===== config.mk =====
export PLATFORM = sky130hd
export DESIGN_NAME = mem_bus_sequencer
export DESIGN_NICKNAME = d
export VERILOG_FILES = /design/src/rtl/mem_bus_pkg.sv /design/src/rtl/rr_arbiter2.sv /design/src/rtl/mem_bus_sequencer.sv
export SDC_FILE = /design/constraint.sdc
export NUM_CORES = 1
export LEC_CHECK = 0
export CORE_MARGIN = 5
export CORE_UTILIZATION = 55
export DETAILED_ROUTE_END_ITERATION = 10
export DONT_BUFFER_PORTS = 1
export PLACE_DENSITY = 0.8
export REMOVE_ABC_BUFFERS = 1
export SYNTH_ARGS = -nofsm -noshare
export SYNTH_HDL_FRONTEND = slang
export SYNTH_SLANG_ARGS = --single-unit

===== constraint.sdc =====
create_clock -name clk -period 4.35 [get_ports clk]
set_clock_uncertainty 0.05 [all_clocks]
set_input_delay 1.0875 -clock clk [delete_from_list [all_inputs] [get_ports clk]]
set_output_delay 1.0875 -clock clk [all_outputs]
set_load 0.03 [all_outputs]

===== src/rtl/mem_bus_pkg.sv =====
// Shared definitions for the peripheral bus sequencer: decoder selector codes,
// memory map constants, FSM/owner encodings and the wait-counter width helper.
package mem_bus_pkg;

  localparam logic [2:0] SEL_NONE = 3'b000;
  localparam logic [2:0] SEL_ROM  = 3'b001;
  localparam logic [2:0] SEL_GPIO = 3'b010;
  localparam logic [2:0] SEL_RAM  = 3'b100;

  localparam logic [31:0] TEXT_BASE  = 32'h0040_0000;
  localparam logic [31:0] DATA_BASE  = 32'h1001_0000;
  localparam logic [15:0] GPIO_OFS_A = 16'h0024;
  localparam logic [15:0] GPIO_OFS_B = 16'h0028;

  typedef enum logic [1:0] {
    ST_IDLE   = 2'd0,
    ST_ADDR   = 2'd1,
    ST_ACCESS = 2'd2,
    ST_RESP   = 2'd3
  } state_e;

  typedef enum logic {
    OWN_IF = 1'b0,
    OWN_D  = 1'b1
  } owner_e;

  // Wait counter must hold the largest region wait; never narrower than one bit.
  function automatic int cnt_width(input int max_wait);
    return (max_wait < 1) ? 1 : $clog2(max_wait + 1);
  endfunction

endpackage


===== src/rtl/rr_arbiter2.sv =====
// Two-way round-robin grant between the IF port (req[0]) and the D port (req[1]).
// On a tie the port that did not own the bus last wins.
module rr_arbiter2
  import mem_bus_pkg::*;
(
  input  logic [1:0] req,
  input  owner_e     last_owner,
  output logic       grant_valid,
  output owner_e     grant_owner
);

  always_comb begin
    grant_valid = |req;
    grant_owner = OWN_IF;
    if (req[1] && (!req[0] || last_owner == OWN_IF)) grant_owner = OWN_D;
  end

endmodule


===== src/rtl/mem_bus_sequencer.sv =====
// Shares one peripheral bus between the instruction-fetch and load/store ports,
// one transaction at a time, with per-region wait states and pre-strobe error checks.
//
// state     | meaning
// ST_IDLE   | bus free; arbitrate, ack the winner, drive its address
// ST_ADDR   | address on bus; classify decoder selector, flag errors
// ST_ACCESS | strobe phase, 1+WAIT cycles (strobes appear one cycle later)
// ST_RESP   | capture read data, pulse owner's rvalid, release bus
module mem_bus_sequencer
  import mem_bus_pkg::*;
#(
  parameter int unsigned ROM_WAIT  = 0,
  parameter int unsigned RAM_WAIT  = 1,
  parameter int unsigned GPIO_WAIT = 0
) (
  input  logic        clk,
  input  logic        reset,
  input  logic        if_req,
  input  logic [31:0] if_addr,
  output logic        if_ack,
  output logic        if_rvalid,
  output logic [31:0] if_rdata,
  output logic        if_err,
  input  logic        d_req,
  input  logic        d_we,
  input  logic [31:0] d_addr,
  input  logic [31:0] d_wdata,
  output logic        d_ack,
  output logic        d_rvalid,
  output logic [31:0] d_rdata,
  output logic        d_err,
  output logic [31:0] bus_adr,
  output logic        bus_memwrite,
  output logic        bus_memread,
  output logic [31:0] bus_wdata,
  input  logic [2:0]  bus_selector,
  input  logic [31:0] bus_rdata
);

  localparam int unsigned MAX_RW   = (ROM_WAIT > RAM_WAIT) ? ROM_WAIT : RAM_WAIT;
  localparam int unsigned MAX_WAIT = (MAX_RW > GPIO_WAIT) ? MAX_RW : GPIO_WAIT;
  localparam int          WCW      = cnt_width(int'(MAX_WAIT));

  state_e           state;
  owner_e           owner;
  owner_e           last_owner;
  logic             lat_we;
  logic [31:0]      lat_wdata;
  logic             lat_err;
  logic             first_beat;
  logic [WCW-1:0]   wait_cnt;
  logic             grant_valid;
  owner_e           grant_owner;
  logic             access_err;
  logic [WCW-1:0]   region_wait;
  logic [31:0]      resp_data;

  rr_arbiter2 u_arb (
    .req         ({d_req, if_req}),
    .last_owner  (last_owner),
    .grant_valid (grant_valid),
    .grant_owner (grant_owner)
  );

  // bus_adr holds the latched address from grant until release, so its low bits
  // double as the alignment check source.
  always_comb begin
    access_err  = 1'b1;
    region_wait = '0;
    case (bus_selector)
      SEL_ROM: begin
        access_err  = lat_we || (bus_adr[1:0] != 2'b00);
        region_wait = WCW'(ROM_WAIT);
      end
      SEL_RAM: begin
        access_err  = (bus_adr[1:0] != 2'b00);
        region_wait = WCW'(RAM_WAIT);
      end
      SEL_GPIO: begin
        access_err  = 1'b0;
        region_wait = WCW'(GPIO_WAIT);
      end
      default: ;
    endcase
  end

  assign resp_data = (lat_err || lat_we) ? 32'h0 : bus_rdata;

  always_ff @(posedge clk or negedge reset) begin
    if (!reset) begin
      state        <= ST_IDLE;
      owner        <= OWN_IF;
      last_owner   <= OWN_D;
      lat_we       <= 1'b0;
      lat_wdata    <= '0;
      lat_err      <= 1'b0;
      first_beat   <= 1'b0;
      wait_cnt     <= '0;
      if_ack       <= 1'b0;
      if_rvalid    <= 1'b0;
      if_rdata     <= '0;
      if_err       <= 1'b0;
      d_ack        <= 1'b0;
      d_rvalid     <= 1'b0;
      d_rdata      <= '0;
      d_err        <= 1'b0;
      bus_adr      <= '0;
      bus_memwrite <= 1'b0;
      bus_memread  <= 1'b0;
      bus_wdata    <= '0;
    end else begin
      if_ack    <= 1'b0;
      d_ack     <= 1'b0;
      if_rvalid <= 1'b0;
      d_rvalid  <= 1'b0;
      if_rdata  <= '0;
      d_rdata   <= '0;
      if_err    <= 1'b0;
      d_err     <= 1'b0;
      case (state)
        ST_IDLE: begin
          if (grant_valid) begin
            owner      <= grant_owner;
            last_owner <= grant_owner;
            state      <= ST_ADDR;
            if (grant_owner == OWN_D) begin
              d_ack     <= 1'b1;
              lat_we    <= d_we;
              lat_wdata <= d_wdata;
              bus_adr   <= d_addr;
            end else begin
              if_ack    <= 1'b1;
              lat_we    <= 1'b0;
              lat_wdata <= '0;
              bus_adr   <= if_addr;
            end
          end
        end
        ST_ADDR: begin
          lat_err <= access_err;
          if (access_err) begin
            bus_adr <= '0;
            state   <= ST_RESP;
          end else begin
            wait_cnt   <= region_wait;
            first_beat <= 1'b1;
            state      <= ST_ACCESS;
          end
        end
        ST_ACCESS: begin
          bus_memread  <= !lat_we;
          bus_memwrite <= lat_we && first_beat;
          bus_wdata    <= lat_we ? lat_wdata : 32'h0;
          first_beat   <= 1'b0;
          if (wait_cnt == '0) state <= ST_RESP;
          else wait_cnt <= wait_cnt - WCW'(1);
        end
        ST_RESP: begin
          // Last strobe cycle is visible now, so read data is sampled here.
          bus_memread  <= 1'b0;
          bus_memwrite <= 1'b0;
          bus_wdata    <= '0;
          bus_adr      <= '0;
          state        <= ST_IDLE;
          if (owner == OWN_D) begin
            d_rvalid <= 1'b1;
            d_rdata  <= resp_data;
            d_err    <= lat_err;
          end else begin
            if_rvalid <= 1'b1;
            if_rdata  <= resp_data;
            if_err    <= lat_err;
          end
        end
        default: state <= ST_IDLE;
      endcase
    end
  end

endmodule

# --- Yosys cells after proc, flatten, opt, wreduce, memory -nomap -nowiden ---
# Cells that the tools add are included.
classes:
  addsub: 1
  eq_ne: 10
  mux: 41
  bitwise: 1
  n_reduce_logical: 17
op_table:
  columns: ["cell", "n"]
  rows:
  - ["$mux W32", 10]
  - ["$pmux W32 S3", 1]
  - ["$pmux W32 S2", 1]
  - ["$mux W1", 21]
  - ["$ne A2 B2 Y1 const B", 4]
  - ["$pmux W1 S2", 4]
  - ["$pmux W2 S4", 1]
  - ["$reduce_and A2 Y1", 3]
  - ["$reduce_bool A2 Y1", 3]
  - ["$eq A2 B2 Y1 const B", 2]
  - ["$mux W2", 2]
  - ["$eq A3 B1 Y1 const B", 1]
  - ["$eq A3 B2 Y1 const B", 1]
  - ["$eq A3 B3 Y1 const B", 1]
  - ["$logic_or A1 B1 Y1", 3]
  - ["$pmux W1 S3", 1]
  - ["$reduce_and A3 Y1", 1]
  - ["$reduce_bool A3 Y1", 1]
  - ["$eq A2 B1 Y1 const B", 1]
  - ["$logic_and A1 B1 Y1", 2]
  - ["$logic_not A1 Y1", 2]
  - ["$logic_not A2 Y1", 1]
  - ["$reduce_or A2 Y1", 1]
  - ["$not A1 Y1", 1]
  - ["$sub A1 B1 Y1 const B", 1]
word_totals:
  reg_bits: 176
  input_bits: 136
  out_inout_bits: 136
  elab_cells: 90

# --- Depth between registers and ports, before layout ---
logic_depth:
  word_depth: 7
  ltp_mapped: 7
  depth_no_buf: 6

# --- Modules after synthesis ---
# From an unflattened synthesis, not the netlist that was laid out.
hier_totals:
  cells_unflattened: 527
  hier_area_um2: 6678.9
modules_own_cells:
  columns: ["module", "n_inst", "cells_per_inst", "area_per_inst_um2", "seq_area_each_um2"]
  rows:
  - ["mem_bus_sequencer", 1, 525, 6665.1, 4405.5]
  - ["rr_arbiter2", 1, 2, 13.8, 0.0]

# --- Worst setup path before layout ---
# Ideal clock, no wire load.
synth_timing:
  path_type: "input to register"
  from: "input bus_selector[1]"
  to: "register wait_cnt"
  setup_ps: 125
  arrival_time_ps: 2167
  t_required_ps: 4175
  path_slack_ps: 2008
  cell_stages: 4
  n_path_buf: 0
  cell_sequence: "or4b_4 -> a21oi_4 -> o21ai_2 -> mux2_4"
synth_via:
  elab_chain_cells: 4
  word_cells_on_any_way: 9
  classes_between: "4 x eq/ne; 4 x mux; 1 x reduce/logical"
synth_rtl:
  columns: ["item", "line", "text"]
  rows:
  - ["start, declared", "mem_bus_sequencer.sv:36", "input logic [2:0] bus_selector,"]
  - ["$eq A3 B2 Y1 (tied with other cells)", "mem_bus_sequencer.sv:70", "case (bus_selector)"]
  - ["$pmux W1 S3 or $mux W1 (tied branches)", "mem_bus_sequencer.sv:70", null]
  - ["$ne A2 B2 Y1 (no source line) or $mux W1 (tied branches)", null, null]
  - ["$reduce_and A2 Y1 (no source line) or $pmux W1 S2 (tied branches)", null, null]
  - ["end signal, assigned", "mem_bus_sequencer.sv:145", "wait_cnt <= region_wait;"]
  - ["end signal, assigned", "mem_bus_sequencer.sv:156", "else wait_cnt <= wait_cnt - WCW'(1);"]
  - ["end, declared", "mem_bus_sequencer.sv:51", "logic [WCW-1:0] wait_cnt;"]
# Parallel ways exist; a longest one is shown, timed or not. The select of a mux whose other input is x is not followed.
# A chain may end at the register's enable or synchronous reset.

# --- Worst setup path in the final report ---
layout_timing:
  from: "register state[0]"
  to: "register bus_adr[18]"
layout_via:
  elab_chain_cells: 3
  word_cells_on_any_way: 8
  classes_between: "4 x eq/ne; 1 x mux; 3 x reduce/logical"
layout_rtl:
  columns: ["item", "line", "text"]
  rows:
  - ["start, declared", "mem_bus_sequencer.sv:44", "state_e state;"]
  - ["start signal, assigned", "mem_bus_sequencer.sv:91", "state <= ST_IDLE;"]
  - ["start signal, assigned", "mem_bus_sequencer.sv:125", "state <= ST_ADDR;"]
  - ["start signal, assigned", "mem_bus_sequencer.sv:143", "state <= ST_RESP;"]
  - ["$eq A2 B1 Y1 (tied with other cells)", "mem_bus_sequencer.sv:120", "case (state)"]
  - ["$ne A2 B2 Y1 (no source line) or $reduce_bool A3 Y1 (tied branches)", null, null]
  - ["$reduce_and A3 Y1 (no source line)", null, null]
  - ["end signal, assigned", "mem_bus_sequencer.sv:130", "bus_adr <= d_addr;"]
  - ["end signal, assigned", "mem_bus_sequencer.sv:135", "bus_adr <= if_addr;"]
  - ["end, declared", "mem_bus_sequencer.sv:32", "output logic [31:0] bus_adr,"]
# Parallel ways exist; a longest one is shown, timed or not.

==> metrics.yaml <==
place_ws_ns: 1.599
powerDensity_nw_per_um2: 768.9
worst_slew_pin_slew_ns: 1.250
clk_latency_ns: 0.42
yosysWarnings: 0
p_clk_share_pct: 25.8
track_usage_pct: 21.03
grt_start_max_net_pins: 177
dieHeight_um: 119.5
crit_required_ns: 4.61
dr.pass1.iters: 5
io_buffers: 0
post-route-period-util_pct: 57.43
dieArea_um2: 14280
p_sw_w: 0.002175
clock-root-buffer: "clkbuf_16"
avgSynthCellArea_um2: 14.46
nets: 592
synth_seq_area_share_pct: 66.81
cts-hold-fix-buffers: 0
viasPerCell: 6.116
initial_core_util_pct: 55.59
htreeDepth: 4
cp-start-kind: "register"
wirelength_mm: 15.02
pin_count: 272
die_w_um: 119.5
worstSetupPathType: "register to register"
worstHoldPathType: "input port to asynchronous set/reset pin"
routabilityCongestion: 0.7897
ant_nets: 0
wl_per_cell_um: 24.58
grt-ovfl-total: 0
numCtsBuffers: 17
hold_viol: 0
grt_pass1_wl_mm: 23.07
synthCells: 456
clock_sinks: 176
drcViolationCount: 0
post_cts_buffers: 0
rsz0062_at_grt: "no"
final_area_um2: 7264
power.leakage_nw: 3.547
synth-main-ff-cell: "dfrtp_1"
placed_area_um2: 6700
worst_slack_ns: 1.852
antenna_cells: 0
status: "complete, no violations"
drive_gt1_share_pct: 13.15
core_um2: 11860
power_frac_comb_pct: 20.7
ys_ff_latch: 176
cts_tree: "done"
setup_viol_count_final: 0
whs_ns: 0.3101
drt_first_iter_violations: 286
clock.fmax_mhz: 400.3
max_slew_margin_pct: 16.49
fillers: 875
irDropWorstVdd_uv: 323.8
dp.cells: 579
vias: 3737
antenna_found_initial: 0
endpoint_kind: "register"
netlist_area_um2: 6594
grt_pass1_vias: 3946
rows: 40
fin_cells: 611
drv_cap: 0
post_cts_resized: 0
arrival_ns: 2.76
p_int_w: 0.003411
final.min_clock_period_ns: 2.498
dp_hpwl_mm: 10.45
seqPwrFrac_pct: 53.6
switching_share_pct: 38.94
synth_edf_count: 0
clock_path_buffers: 2
area_delta_synth_final_pct: 10.17
slew_viol_final: 0
async_flop_share_pct: 100.0
cp_max_fo: 32
clk_pin_slew_ns: 0.07
ys_types: 36
==> cells by family after synthesis <==
kind of cell | after synthesis | share of synthesized area, %
AO/OA/AOI/OAI | 113 | 15.69
flip-flops | 176 | 66.81
multiplexers | 36 | 5.560
buffers and inverters | 37 | 2.638
adder cells (fa/ha/maj) | 5 | 0.9488
AND/OR/NAND/NOR | 89 | 8.349
==> per-layer routing <==
layer | vias up | share of wire, % | GRT usage, %
met5 | - | 0 | 0
met4 | 0 | 3.0 | 8.518
met3 | 34 | 9.8 | 8.341
met2 | 209 | 51 | 35.28
met1 | 1880 | 36 | 24.18
li1 | 1614 | - | -
==> placed cells by master, fill, tap and decap left out, types with 2 or more instances in the layout <==
cell type	synthesis	layout
a21o_1	3	3
a21oi_1	3	3
a22o_1	67	67
and2_1	66	66
buf_4	0	6
clkbuf_16	0	17
clkbuf_8	0	2
clkinv_2	0	4
clkinvlp_4	0	3
dfrtp_1	175	175
ha_1	5	5
inv_1	7	7
inv_6	0	3
mux2i_1	34	34
nand2_1	4	4
nor2_1	8	6
nor2_2	0	2
nor4b_1	2	2
o21ai_2	1	2
o2bb2ai_1	22	22
o2bb2ai_2	10	10
==> flip-flops by register name, summed over array words and instances, names as in the netlist, 2 cells and up <==
signal and count:
bus_wdata 32, state 2, d_rdata 32, lat_wdata 32, if_rdata 32, bus_adr 32
==> cell usage after synthesis, types with 2 or more instances <==
| master | n | area share (%) |
|---|---|---|
| a21o_1 | 3 | 0.34 |
| a21oi_1 | 3 | 0.23 |
| a22o_1 | 67 | 8.9 |
| and2_1 | 66 | 6.3 |
| buf_1 | 3 | 0.17 |
| buf_2 | 10 | 0.76 |
| buf_6 | 3 | 0.51 |
| clkbuf_1 | 14 | 0.80 |
| dfrtp_1 | 175 | 66 |
| ha_1 | 5 | 0.95 |
| inv_1 | 7 | 0.40 |
| mux2i_1 | 34 | 5.2 |
| nand2_1 | 4 | 0.23 |
| nor2_1 | 8 | 0.46 |
| nor3_1 | 2 | 0.15 |
| nor4b_1 | 2 | 0.27 |
| o2bb2ai_1 | 22 | 2.9 |
| o2bb2ai_2 | 10 | 2.3 |
==> worst max-delay path, stage by stage (launching register included) <==
cell,delay [ns]
dfrtp_1,0.41
inv_1,0.10
ha_1,0.30
a21oi_1,0.30
nand2_1,0.77
o2bb2ai_1,0.46
==> final timing paths <==
kind                                                from                       end  slack (ns)  depth (start not counted)
worst max-delay path                state[0]$_DFFE_PN0P_   bus_adr[18]$_DFFE_PN0P_        1.85                          5
worst max register to register      state[0]$_DFFE_PN0P_   bus_adr[18]$_DFFE_PN0P_        1.85                          5
max in group asynchronous                          reset    if_rdata[20]$_DFF_PN0_        3.70                          0
worst min-delay path                               reset  lat_wdata[3]$_DFFE_PN0P_        0.31                          0
min in group clk                lat_wdata[2]$_DFFE_PN0P_  bus_wdata[2]$_DFFE_PN0P_        0.44                          1
worst min register to register  lat_wdata[2]$_DFFE_PN0P_  bus_wdata[2]$_DFFE_PN0P_        0.44                          1
==> per-stage QoR <==
step / power [W] / utilization [%] / TNS (ns)
floorplan: 0.003789 / - / -79.36
global placement: 0.004097 / 56.49 / 0
detailed placement: 0.004168 / 56.49 / 0
CTS: 0.005621 / 61.24 / 0
global route: 0.005858 / 61.24 / 0
finish: 0.005586 / 61.24 / 0
==> power by group through the flow <==
stage | Sequential, W | Combinational [W] | Clock (W)
2_1_floorplan | 0.00288 | 0.000911 | 0
3_3_place_gp | 0.00300 | 0.00110 | 0
3_5_place_dp | 0.00302 | 0.00115 | 0
4_1_cts | 0.00300 | 0.00116 | 0.00146
5_1_grt | 0.00304 | 0.00127 | 0.00155
6_report | 0.00299 | 0.00115 | 0.00144
==> area by class of cell <==
cell class / count / area [um^2] / share of cell area, %
clock inverters: 12 / 107.6 / 1.481
repair buffers: 6 / 45.04 / 0.6200
multi-input cells: 243 / 2039 / 28.07
clock buffers: 20 / 456.7 / 6.287
inverters: 7 / 26.28 / 0.3617
well taps: 147 / 183.9 / 2.532
flip-flops and latches: 176 / 4405 / 60.64
(Power assumes the default switching activity.)
==> RTL edit 1, RTL diff (same settings) <==
The 4 states of `state_e` get a Gray code encoding in 2 bits.
--- a/src/rtl/mem_bus_pkg.sv
+++ b/src/rtl/mem_bus_pkg.sv
@@ -15,6 +15,6 @@
   typedef enum logic [1:0] {
-    ST_IDLE   = 2'd0,
-    ST_ADDR   = 2'd1,
-    ST_ACCESS = 2'd2,
-    ST_RESP   = 2'd3
+    ST_IDLE   = 2'b00,
+    ST_ADDR   = 2'b01,
+    ST_ACCESS = 2'b11,
+    ST_RESP   = 2'b10
   } state_e;
Behaviour: no difference found for any inputs over 10 cycles, from zero or initial values and one cycle with reset low; not proved beyond that.
==> RTL edit 1 against the unedited design <==
  * Total power fell by 4.2%
  * Largest power group unchanged
  * Fmax rose by 1.5%
  * Largest cell class unchanged
  * Worst setup slack improved by 0.037 ns
  * Synthesized area rose by 1.4%
  * First-iteration DRC count fell by 24%
  * Routed wire length fell by 0.97%
  * Final area rose by 1.3%
  * Sequential cell count did not move
  * Critical endpoint is now bus_wdata[6]$_DFFE_PN0P_
==> RTL edit 1: results (changes against the unedited design) <==
run_status:
  outcome: "finished clean"
synthesis:
  synth_fa_ha_area_share_pct: 0.748  # -0.20 points
  ys.flop_type: "sky130_fd_sc_hd__dfrtp_1"
  compound_gate_fraction_of_synth_area_pct: 14.9  # -0.82 points
  synth_common_cells: "sky130_fd_sc_hd__dfrtp_1 (175), sky130_fd_sc_hd__and2_1 (68), sky130_fd_sc_hd__a22o_1 (66)"
  synth_async_sr_flop_share_pct: 100  # unchanged
  post_synth_xor_area_fraction_pct: 0  # unchanged
  synthDistinctLibCells: 40  # +11%
  yosysWarnings: 0  # unchanged
  synth_seq_area_share_pct: 65.9  # -0.94 points
  synthTopCellsByArea: "sky130_fd_sc_hd__dfrtp_1 (65%), sky130_fd_sc_hd__a22o_1 (8.6%), sky130_fd_sc_hd__and2_1 (6.4%), sky130_fd_sc_hd__mux2i_1 (5.1%), sky130_fd_sc_hd__o2bb2ai_1 (2.6%)"
  synthMuxAreaShare_pct: 5.59  # +0.034 points
cells_and_area:
  fillers: 860  # -1.7%
  drive_above_1_share_pct: 12.8  # -0.38 points
  nets: 600  # +1.4%
  antenna-diode-count: 0  # unchanged
detailed_routing:
  drt_first_iter_violations: 218  # -24%
  detailedRoute.firstPassIterationCount: 4  # -1
  routed_via_density: 6.24  # +2.0%
  routed_wire_length_per_instance_um: 24.1  # -1.9%
clocking:
  clock_path_buffers: 2  # unchanged
  cts.htree.levels: 4  # unchanged
  clock_insertion_delay_worst_skew_ns: 0.41
  post_cts.repair.setup_buffers: 0  # unchanged
  cts_resized: 0  # unchanged
  clock-root-buffer: "sky130_fd_sc_hd__clkbuf_16"
  total_cts_buffers: 17  # unchanged
  clk_pin_slew_worst_paths_ns: 0.06
min_path:
  hold_path.class: "in2async"
pwr:
  sw_frac_of_total_pct: 35.8  # -3.2 points
  leakage_nw: 3.57  # +0.73%
  vdd_drop_max_v: 0.000349  # +7.7%
grt:
  grt_antenna_before_repair: 0  # unchanged
  grtUsageTotal_pct: 20.2  # -0.81 points
  first_pass_grt_wire_length_um: 22300  # -3.6%
  first_global_vias: 3864  # -2.1%
  grt_max_degree: 177  # unchanged
placed_design:
  placedInstanceArea_um2: 6760  # +0.84%
  placement.io_buffers: 0  # unchanged
  place_congestion: 0.839  # +6.3%
  pre_cts_ws_ns: 1.63  # +0.0292 ns
  dp_hpwl_um: 10400  # -0.39%
worst_setup_path:
  timing.critical_path.fanout_max: 30  # -6.3%
  cp.arrival_ns: 2.76  # about the same
sta:
  tightestPinTransition_ns: 1.32  # +0.0683 ns
## RTL edit 1: critical path, cell delays in order (launching register included)
cell and delay, ns:
sky130_fd_sc_hd__dfrtp_1 0.39, sky130_fd_sc_hd__ha_1 0.41, sky130_fd_sc_hd__nand2_1 0.11, sky130_fd_sc_hd__nor2_2 1.00
sky130_fd_sc_hd__buf_4 0.29, sky130_fd_sc_hd__a22o_1 0.14
## RTL edit 1: metal layers
metal | wire length [um] | track usage, % | share of wire [%]
met2 | 7410 | 33.2 | 50
met1 | 5350 | 22.8 | 36
met4 | 252 | 6.80 | 1.7
met3 | 1850 | 10.6 | 12
met5 | 0 | 0 | 0
## RTL edit 1: power groups by stage
stage	combinational, W	clock, W	sequential, W
floorplan	0.000824	0	0.00268
global placement	0.000973	0	0.00280
detailed placement	0.00103	0	0.00280
CTS	0.00104	0.00157	0.00279
global route	0.00113	0.00163	0.00283
finish	0.00103	0.00154	0.00278
## RTL edit 1: cell type report
cell class	instances	area [um2]	area share (%)
clock buffer	22	474	6.44
inverter	5	18.8	0.255
clock inverter	7	128	1.73
multi-input combinational	253	2100	28.5
sequential	176	4410	59.9
timing repair buffer	7	52.6	0.714
tap	147	184	2.50
## RTL edit 1: logic make-up (layout without fill, tap and decap cells)
| group | after synthesis | count (layout) |
|---|---|---|
| DFF | 176 | 176 |
| AOI/OAI and AO/OA | 110 | 110 |
| and+or+nand+nor | 102 | 102 |
| muxes | 37 | 37 |
| buffers and inverters | 35 | 41 |
| adders and majority gates | 4 | 4 |
## RTL edit 1: through the flow
stage                     std cells  power [W]
after global routing            617    0.00559
after CTS                       617    0.00539
after floorplan                 434    0.00350
final                           617    0.00535
after global placement          588    0.00377
after detailed placement        588    0.00383
## RTL edit 1: worst paths after layout
check                                     startpoint                        end  slack [ns]  cells past startpoint
min                                            reset   lat_wdata[6]$_DFFE_PN0P_        0.32                      0
max                             state[0]$_DFFE_PN0P_   bus_wdata[6]$_DFFE_PN0P_        1.89                      5
max in group asynchronous                      reset       d_rdata[8]$_DFF_PN0_        3.68                      0
min in group clk           lat_wdata[11]$_DFFE_PN0P_  bus_wdata[11]$_DFFE_PN0P_        0.44                      1
min reg2reg                lat_wdata[11]$_DFFE_PN0P_  bus_wdata[11]$_DFFE_PN0P_        0.44                      1
max reg2reg                     state[0]$_DFFE_PN0P_   bus_wdata[6]$_DFFE_PN0P_        1.89                      5
==> RTL edit 2, RTL diff (same flow settings) <==
Without the edit above. Reset style: synchronous (`reset`), changed in one clocked block.
--- a/src/rtl/mem_bus_sequencer.sv
+++ b/src/rtl/mem_bus_sequencer.sv
@@ -88,3 +88,3 @@
 
-  always_ff @(posedge clk or negedge reset) begin
+  always_ff @(posedge clk) begin
     if (!reset) begin
Check against the original RTL: differs if reset is asserted again (counterexample within 4 cycles, from zero or initial values and one cycle with reset low); with reset held inactive, the same outputs for 10 cycles.
==> RTL edit 2 against the unedited design <==
  * Final area shrank 1.5%
  * Synthesized area down 0.13%
  * Count of clock-buffer cells in the layout down 3
  * Die area down 0.13%
  * Synthesized cell count increased by 36%
  * Total power is 18% lower
  * Combinational power shrank 19%
  * Routed wire length rose by 3.1%
  * Sequential cell count unchanged
  * Sequential share of layout area down 11 points
  * Worst setup slack lost 0.075 ns
  * Via count increased by 22%
  * Largest cell class unchanged
==> RTL edit 2: results (changes against the unedited design) <==
placed_design:
  pre_cts_ws_ns: 1.60  # -0.00367 ns
  place_congestion: 0.803  # +1.7%
  placement.io_buffers: 0  # unchanged
  placedInstanceArea_um2: 6550  # -2.2%
  dp_hpwl_um: 10500  # +0.37%
worst_setup_path:
  critical_path.reg2reg.endpoint: "bus_adr[26]$_SDFFE_PN0P_"
  timing.critical_path.fanout_max: 35  # +9.4%
  cp_top_family: "compound AO/OA/AOI/OAI gates"
  cpMaxStageDelayCell: "sky130_fd_sc_hd__nand2_1"
  cp.arrival_ns: 2.83  # +0.07 ns
  critPathMaxStageDelay_ns: 0.65  # -0.12 ns
  setup.worst_path.end: "bus_adr[26]$_SDFFE_PN0P_"
  worstSetupStartpoint: "state[1]$_SDFFE_PN0P_"
  worstRegToRegCells: 6  # +1
clocking:
  cts_resized: 0  # unchanged
  cts.htree.levels: 4  # unchanged
  clock_insertion_delay_worst_skew_ns: 0.41
  post_cts.repair.setup_buffers: 0  # unchanged
  clk_pin_slew_worst_paths_ns: 0.08
  clock-root-buffer: "sky130_fd_sc_hd__clkbuf_16"
  clock_path_buffers: 2  # unchanged
  total_cts_buffers: 17  # unchanged
synthesis:
  synth_seq_area_share_pct: 53.5  # -13 points
  synthDistinctLibCells: 33  # -8.3%
  yosysWarnings: 0  # unchanged
  synthTopCellsByArea: "sky130_fd_sc_hd__dfxtp_1 (54%), sky130_fd_sc_hd__and3_1 (6.3%), sky130_fd_sc_hd__nor4_2 (5.7%), sky130_fd_sc_hd__mux2i_1 (5.5%), sky130_fd_sc_hd__a31o_1 (4.0%)"
  synth_async_sr_flop_share_pct: 0  # -100 points
  ys.flop_type: "sky130_fd_sc_hd__dfxtp_1"
  synth_common_cells: "sky130_fd_sc_hd__dfxtp_1 (176), sky130_fd_sc_hd__and3_1 (66), sky130_fd_sc_hd__clkbuf_1 (45)"
cells_and_area:
  drive_above_1_share_pct: 13.7  # +0.59 points
  antenna-diode-count: 0  # unchanged
  nets: 725  # +22%
grt:
  first_pass_grt_wire_length_um: 23900  # +3.7%
  grtUsageTotal_pct: 20.7  # -0.31 points
  globalRoute.totalOverflow: 0  # unchanged
  first_global_vias: 4408  # +12%
  grt_antenna_before_repair: 0  # unchanged
  grt_max_degree: 80  # -55%
pwr:
  vdd_drop_max_v: 0.000388  # +20%
  leakage_nw: 2.76  # -22%
detailed_routing:
  detailedRoute.firstPassIterationCount: 4  # -1
  drt_first_iter_violations: 419  # +47%
  routed_wl_um: 15500  # +3.1%
  via_count: 4542  # +22%
sta:
  max_slew_margin_pct: 24.7  # +8.2 points
  final_max_slew_viol_count: 0  # unchanged
  timing.final.ws_setup_ns: 1.78  # -0.0755 ns
min_path:
  hold_path.startpoint: "first_beat$_SDFFE_PN0P_"
  worst_hold_path.num_cells: 2
  hold_path.class: "reg2reg"
run_status:
  outcome: "finished clean"
-- RTL edit 2: changes by cell type in the layout (fill, tap and decap cells not counted), sizes merged, moves of 4 or more --
cell     change
dfxtp      +176
dfrtp      -175
a22o        -67
and3        +65
and2        -63
nor2b       +36
nand2b      +35
a22oi       +33
nand3       +33
a31o        +32
nor4        +32
o2bb2ai     -32
a21oi       +31
nor3b        +4
-- RTL edit 2: worst min path at each step --
stage                                       endpoint  slack [ns]
after floorplan              last_owner$_SDFFE_PN1P_        0.39
after global routing      bus_wdata[31]$_SDFFE_PN0P_        0.44
final                        first_beat$_SDFFE_PN0P_        0.42
after global placement       first_beat$_SDFFE_PN0P_        0.40
after CTS                    first_beat$_SDFFE_PN0P_        0.42
after detailed placement     first_beat$_SDFFE_PN0P_        0.41
-- RTL edit 2: logic make-up (layout without fill, tap and decap cells) --
group	after synthesis	in the layout	synth area share, %
compound gates	111	111	11.9
fa+ha+maj	5	5	0.950
buf+inv	66	44	4.81
flops	176	176	53.5
mux	36	36	5.47
simple gates	225	225	23.4
-- RTL edit 2: area by class of cell --
class / instances / area (um2)
clock buffers: 17 / 425
repair buffers: 8 / 60.1
clock inverters: 15 / 178
fillers: 956 / 4710
well taps: 147 / 184
inverters: 4 / 15.0
multi-input cells: 377 / 2770
flip-flops and latches: 176 / 3520
-- RTL edit 2: metal layers --
| layer | track usage (%) | part of all wire [%] |
|---|---|---|
| met5 | 0 | 0 |
| met3 | 8.26 | 8.9 |
| met2 | 34.5 | 50 |
| met1 | 24.6 | 40 |
| met4 | 6.37 | 1.1 |
-- RTL edit 2: power breakdown --
group	switching [W]	total (W)	internal, W
sequential	0.000357	0.00215	0.00179
clock	0.000717	0.00150	0.000782
combinational	0.000591	0.000935	0.000344
total	0.00166	0.00458	0.00291
-- RTL edit 2: per-stage QoR --
| step | cells | setup TNS (ns) | utilization [%] | power [W] | hold slack, ns |
|---|---|---|---|---|---|
| after floorplan | 557 | -13.00 | - | 0.00286 | 0.387 |
| after global placement | 712 | 0 | 55.2 | 0.00307 | 0.399 |
| after detailed placement | 712 | 0 | 55.2 | 0.00311 | 0.412 |
| after CTS | 744 | 0 | 60.3 | 0.00462 | 0.422 |
| after global routing | 744 | 0 | 60.3 | 0.00481 | 0.440 |
| final | 744 | 0 | 60.3 | 0.00458 | 0.419 |
-- RTL edit 2: worst reg2reg max path: stages (launching register included) --
cell	delay [ns]
sky130_fd_sc_hd__dfxtp_1	0.42
sky130_fd_sc_hd__inv_1	0.10
sky130_fd_sc_hd__ha_2	0.19
sky130_fd_sc_hd__buf_4	0.28
sky130_fd_sc_hd__a211oi_1	0.27
sky130_fd_sc_hd__nand2_1	0.65
sky130_fd_sc_hd__a31o_2	0.52
